File: src/rtl/rv_pkg.sv
// rv_pkg: RV32I datapath width, base opcodes and instruction format encoding shared by the decode slice
package rv_pkg;
  localparam int XLEN = 32;
  localparam logic [6:0] OP     = 7'b0110011;
  localparam logic [6:0] OP_IMM = 7'b0010011;
  localparam logic [6:0] LOAD   = 7'b0000011;
  localparam logic [6:0] STORE  = 7'b0100011;
  localparam logic [6:0] BRANCH = 7'b1100011;
  localparam logic [6:0] JAL    = 7'b1101111;
  localparam logic [6:0] JALR   = 7'b1100111;
  localparam logic [6:0] LUI    = 7'b0110111;
  localparam logic [6:0] AUIPC  = 7'b0010111;
  typedef enum logic [2:0] {FMT_R, FMT_I, FMT_S, FMT_B, FMT_U, FMT_J, FMT_X} fmt_e;
endpackage

File: src/rtl/imm_gen.sv
// imm_gen: classifies an RV32I instruction by format and builds its sign-extended immediate.
//   instr in 32; fmt out fmt_e; imm out 32; uses_rs1/uses_rs2/has_rd out 1
module imm_gen
  import rv_pkg::*;
(
  input  logic [31:0] instr,
  output fmt_e        fmt,
  output logic [31:0] imm,
  output logic        uses_rs1,
  output logic        uses_rs2,
  output logic        has_rd
);
  logic [6:0] opc;
  logic       s;
  assign opc = instr[6:0];
  assign s   = instr[31];
  always_comb begin
    fmt = opc == OP ? FMT_R :
          (opc == OP_IMM || opc == LOAD || opc == JALR) ? FMT_I :
          opc == STORE ? FMT_S :
          opc == BRANCH ? FMT_B :
          (opc == LUI || opc == AUIPC) ? FMT_U :
          opc == JAL ? FMT_J : FMT_X;
    imm = fmt == FMT_I ? {{20{s}}, instr[31:20]} :
          fmt == FMT_S ? {{20{s}}, instr[31:25], instr[11:7]} :
          fmt == FMT_B ? {{19{s}}, s, instr[7], instr[30:25], instr[11:8], 1'b0} :
          fmt == FMT_U ? {instr[31:12], 12'd0} :
          fmt == FMT_J ? {{11{s}}, s, instr[19:12], instr[20], instr[30:21], 1'b0} : 32'd0;
    uses_rs1 = fmt == FMT_R || fmt == FMT_I || fmt == FMT_S || fmt == FMT_B;
    uses_rs2 = fmt == FMT_R || fmt == FMT_S || fmt == FMT_B;
    has_rd   = fmt == FMT_R || fmt == FMT_I || fmt == FMT_U || fmt == FMT_J;
  end
endmodule

File: src/rtl/decode_stage.sv
// decode_stage: RV32I decode/operand fetch with EX/MEM/WB bypass, load-use stall and ID/EX register.
//   fetch side: if_valid/if_ready, if_pc, if_instr; reg_file: rs1/rs2 out, val1/val2 in;
//   bypass sources: ex_*, mem_*, wb_*; flush kills ID and incoming; EX side: id_valid/id_ready, id_* payload
module decode_stage
  import rv_pkg::*;
#(
  parameter int XLEN = rv_pkg::XLEN
) (
  input  logic            clock,
  input  logic            reset_n,
  input  logic            if_valid,
  output logic            if_ready,
  input  logic [XLEN-1:0] if_pc,
  input  logic [31:0]     if_instr,
  output logic [4:0]      rs1,
  output logic [4:0]      rs2,
  input  logic [XLEN-1:0] val1,
  input  logic [XLEN-1:0] val2,
  input  logic            ex_wen,
  input  logic [4:0]      ex_rd,
  input  logic            ex_is_load,
  input  logic [XLEN-1:0] ex_val,
  input  logic            mem_wen,
  input  logic [4:0]      mem_rd,
  input  logic [XLEN-1:0] mem_val,
  input  logic            wb_wen,
  input  logic [4:0]      wb_rd,
  input  logic [XLEN-1:0] wb_val,
  input  logic            flush,
  output logic            id_valid,
  input  logic            id_ready,
  output logic [XLEN-1:0] id_pc,
  output logic [31:0]     id_instr,
  output logic [XLEN-1:0] id_rs1_val,
  output logic [XLEN-1:0] id_rs2_val,
  output logic [XLEN-1:0] id_imm,
  output logic [4:0]      id_rd
);
  fmt_e            fmt;
  logic [31:0]     imm;
  logic            uses_rs1, uses_rs2, has_rd, hazard, advance, ex_fwd;
  logic [XLEN-1:0] op1, op2;
  imm_gen u_imm_gen (
    .instr    (if_instr),
    .fmt      (fmt),
    .imm      (imm),
    .uses_rs1 (uses_rs1),
    .uses_rs2 (uses_rs2),
    .has_rd   (has_rd)
  );
  assign rs1 = if_instr[19:15];
  assign rs2 = if_instr[24:20];
  // a load in EX has no result yet, so it never forwards; hazard logic stalls instead
  assign ex_fwd = ex_wen && !ex_is_load;
  assign op1 = rs1 == 5'd0 ? '0 :
               (ex_fwd && ex_rd == rs1) ? ex_val :
               (mem_wen && mem_rd == rs1) ? mem_val :
               (wb_wen && wb_rd == rs1) ? wb_val : val1;
  assign op2 = rs2 == 5'd0 ? '0 :
               (ex_fwd && ex_rd == rs2) ? ex_val :
               (mem_wen && mem_rd == rs2) ? mem_val :
               (wb_wen && wb_rd == rs2) ? wb_val : val2;
  assign hazard = if_valid && ex_wen && ex_is_load && ex_rd != 5'd0 &&
                  ((uses_rs1 && ex_rd == rs1) || (uses_rs2 && ex_rd == rs2));
  assign advance  = !id_valid || id_ready;
  assign if_ready = advance && !hazard;
  always_ff @(posedge clock) begin
    if (!reset_n) begin
      id_valid   <= 1'b0;
      id_pc      <= '0;
      id_instr   <= '0;
      id_rs1_val <= '0;
      id_rs2_val <= '0;
      id_imm     <= '0;
      id_rd      <= '0;
    end else if (flush) begin
      id_valid <= 1'b0;
    end else if (advance) begin
      id_valid <= if_valid && !hazard;
      if (if_valid && !hazard) begin
        id_pc      <= if_pc;
        id_instr   <= if_instr;
        id_rs1_val <= op1;
        id_rs2_val <= op2;
        id_imm     <= imm;
        id_rd      <= has_rd ? if_instr[11:7] : 5'd0;
      end
    end
  end
endmodule

File: config.mk
export PLATFORM = sky130hd
export DESIGN_NAME = decode_stage
export DESIGN_NICKNAME = d
export VERILOG_FILES = /design/src/rtl/rv_pkg.sv /design/src/rtl/imm_gen.sv /design/src/rtl/decode_stage.sv
export SDC_FILE = /design/constraint.sdc
export NUM_CORES = 1
export LEC_CHECK = 0
export ABC_AREA = 1
export CAP_MARGIN = 25
export CORE_AREA = 2 2 165 167
export CTS_BUF_LIST = sky130_fd_sc_hd__clkbuf_8
export CTS_CLUSTER_DIAMETER = 50
export DETAILED_ROUTE_END_ITERATION = 6
export DIE_AREA = 0 0 167 169
export PLACE_DENSITY = 0.71
export SLEW_MARGIN = 30
export SYNTH_ARGS = -nofsm -noshare
export SYNTH_HDL_FRONTEND = slang
export SYNTH_HIERARCHICAL = 1
export SYNTH_SLANG_ARGS = --single-unit
File: constraint.sdc
create_clock -name clock -period 2.1 [get_ports clock]
set_input_delay 0.42 -clock clock [delete_from_list [all_inputs] [get_ports clock]]
set_output_delay 0.42 -clock clock [all_outputs]
set_load 0.005 [all_outputs]
==> metrics, run 1 <==
First DRT Iteration DRCs 918; final period utilization 0.997; Syn-to-layout area delta 64.7%; residual DRC count 0; Relative slew margins 0.672; fillers 2,426; vias in the first global route 12,400; initial cell density of the core 0.373; Clock Sinks 166; status finished clean; YS warnings 6; clk slew on worst S/H paths around 0.12 ns; Lkg Pwr 7.28 nW; worst-skew pair later-pin latency ~0.47 ns; via/cell ratio 5.24; Chip Width 167 um; Detail Placement HPWL 32,700 um; Layout Utilization 0.614; H-tree levels 4; Peak VDD IR 0.000466 V; clk buf depth 2; wire length per cell approximately 19 um; Setup violations, final 0; I/O Buffers 424; Mapped Avg Cell Area 6.15 sq um; Setup Skew 0.0243 ns; Fin. Hold Viols 0; min cycle time layout about 2.1 ns; I/O Pins 425; max-slew violations 0; Worst-Margin Slew ~0.5 ns; CP Data Required Time 2.50 ns; TritonRoute pass-1 iters 5; WS Path Type in2reg; Nets 2,344; Vias 12,900; CTS tree yes; crit-path max FO 5; pwr/cell area between 500 and 600 nW/um^2; Max Fclk 478 MHz; Final ANT Viol Nets 0; clock root buffer clkbuf_8; Routed WL 46,200 um; Cell Rows 60; Worst Hold Class in2reg; Mapped Area 9880 sq um; Critical Path Start Type input port; total congestion overflow 0; total power 8.26 mW; antenna violations before repair 5; hold_buf cts 0; Placeable Area approximately 27,000 sq um; share of layout cells above drive strength 1 0.137; Data arrival, critical path 2.49 ns; Post-Syn Nets 1,855; Placer Congestion about 0.94; max_cap viols 0; DIE AREA 28,200 sq um; DIE HEIGHT between 150 and 200 um; first-pass GRT wire length 67,500 um; crit end category flip-flop; Post-Syn Instances between 1,500 and 2,000; CTS Buf Count 17; total track usage 0.303; largest net degree at the start of global routing 81
[path summary, 6_finish.rpt]
path | endpoint | start | slack (ns) | cells past startpoint
max | id_rd[4] | if_instr[6] | 0.006 | 17
min | id_instr[0] | if_instr[0] | 0.24 | 3
max reg2reg | id_pc[25] | id_valid | 0.23 | 10
min reg2reg | id_pc[3] | id_pc[3] | 0.45 | 2
[critical path, cell delays in order]
cell	delay [ns]
clkdlybuf4s15_2	0.24
nor2_1	0.23
nand2_4	0.10
buf_4	0.14
buf_4	0.13
buf_4	0.13
buf_4	0.12
buf_4	0.12
buf_4	0.12
buf_4	0.14
nand2_2	0.07
nor3_2	0.04
inv_2	0.13
nand2_1	0.07
inv_1	0.05
nand4_1	0.09
a21oi_1	0.15
[power by group]
group	internal [mW]	leakage [nW]	switching, mW	total (mW)
combinational	1.27	5.73	1.10	2.37
clock	0.893	0.193	1.55	2.45
sequential	3.34	1.36	0.110	3.45
[timing repair]
item | 4_1_cts | 5_1_grt
setup endpoints to repair | 164 | 167
gates resized for setup | 63 | 51
pin swaps | 9 | 14
setup buffers | 25 | 4
cloned | 6 | 11
[layer usage]
layer / wire length, um / global-route usage
met5: 0 / 0
met4: 1970 / 0.131
met3: 4190 / 0.0645
met2: 22100 / 0.531
met1: 17900 / 0.359
[cell usage in the layout (no fill, tap or decap), types with 8 or more instances in the layout]
master	instances
o21ai_0	8
clkbuf_16	9
nor2_2	11
dlygate4sd2_1	11
buf_12	23
nand3_1	155
nor2_1	45
o21ai_2	11
clkdlybuf4s50_1	400
inv_1	163
a21oi_1	158
nand2_1	547
buf_4	119
dfxtp_1	166
inv_2	16
o21ai_1	75
clkbuf_8	17
nor2_4	9
nand4_1	81
[flip-flops by register name, indices dropped and copies added, names as in the netlist]
signal	cells
id_instr	32
id_rs1_val	32
id_imm	32
id_pc	32
id_rs2_val	32
id_rd	5
id_valid	1
[layout make-up]
cell class                 instances  area (sq um)  share of cell area
sequential                       166          3320               0.204
timing repair buffer             588          6050               0.372
clock buffer                      17           234              0.0144
inverter                         181           687              0.0422
multi-input combinational       1142          5380               0.331
tap                              341           427              0.0262
clock inverter                    15           158             0.00969
antenna                            6          15.0            0.000923
[through the flow]
stage	area (sq um)	worst slack, ns	instances	setup TNS [ns]	hold slack, ns
after global placement	15000	-0.664	2373	-82.63	0.430
after floorplan	9880	0.122	1607	0	0.440
after global routing	16300	-0.0285	2455	-0.137	0.248
after CTS	15900	-0.0191	2436	-0.0503	0.315
after detailed placement	15000	-0.692	2373	-94.05	0.434
final	16300	0.00632	2456	0	0.238
(Power assumes the default switching activity.)
==> inputs of run 2 (changes only) <==
TNS_END_PERCENT = 50   (was unset)
==> results of run 2 <==
Same layout as run 1: the final DEF is identical, and so are final timing and power.
Main changes from that run: number of gates resized after CTS 63 -> 62
==> inputs of run 3 (changes only) <==
CTS_BUF_LIST = sky130_fd_sc_hd__clkbuf_4 sky130_fd_sc_hd__clkbuf_8   (was sky130_fd_sc_hd__clkbuf_8)
==> results of run 3 <==
Same layout as run 1: the final DEF is identical, and so are final timing and power.
Main changes from that run: number of gates resized after CTS 63 -> 62
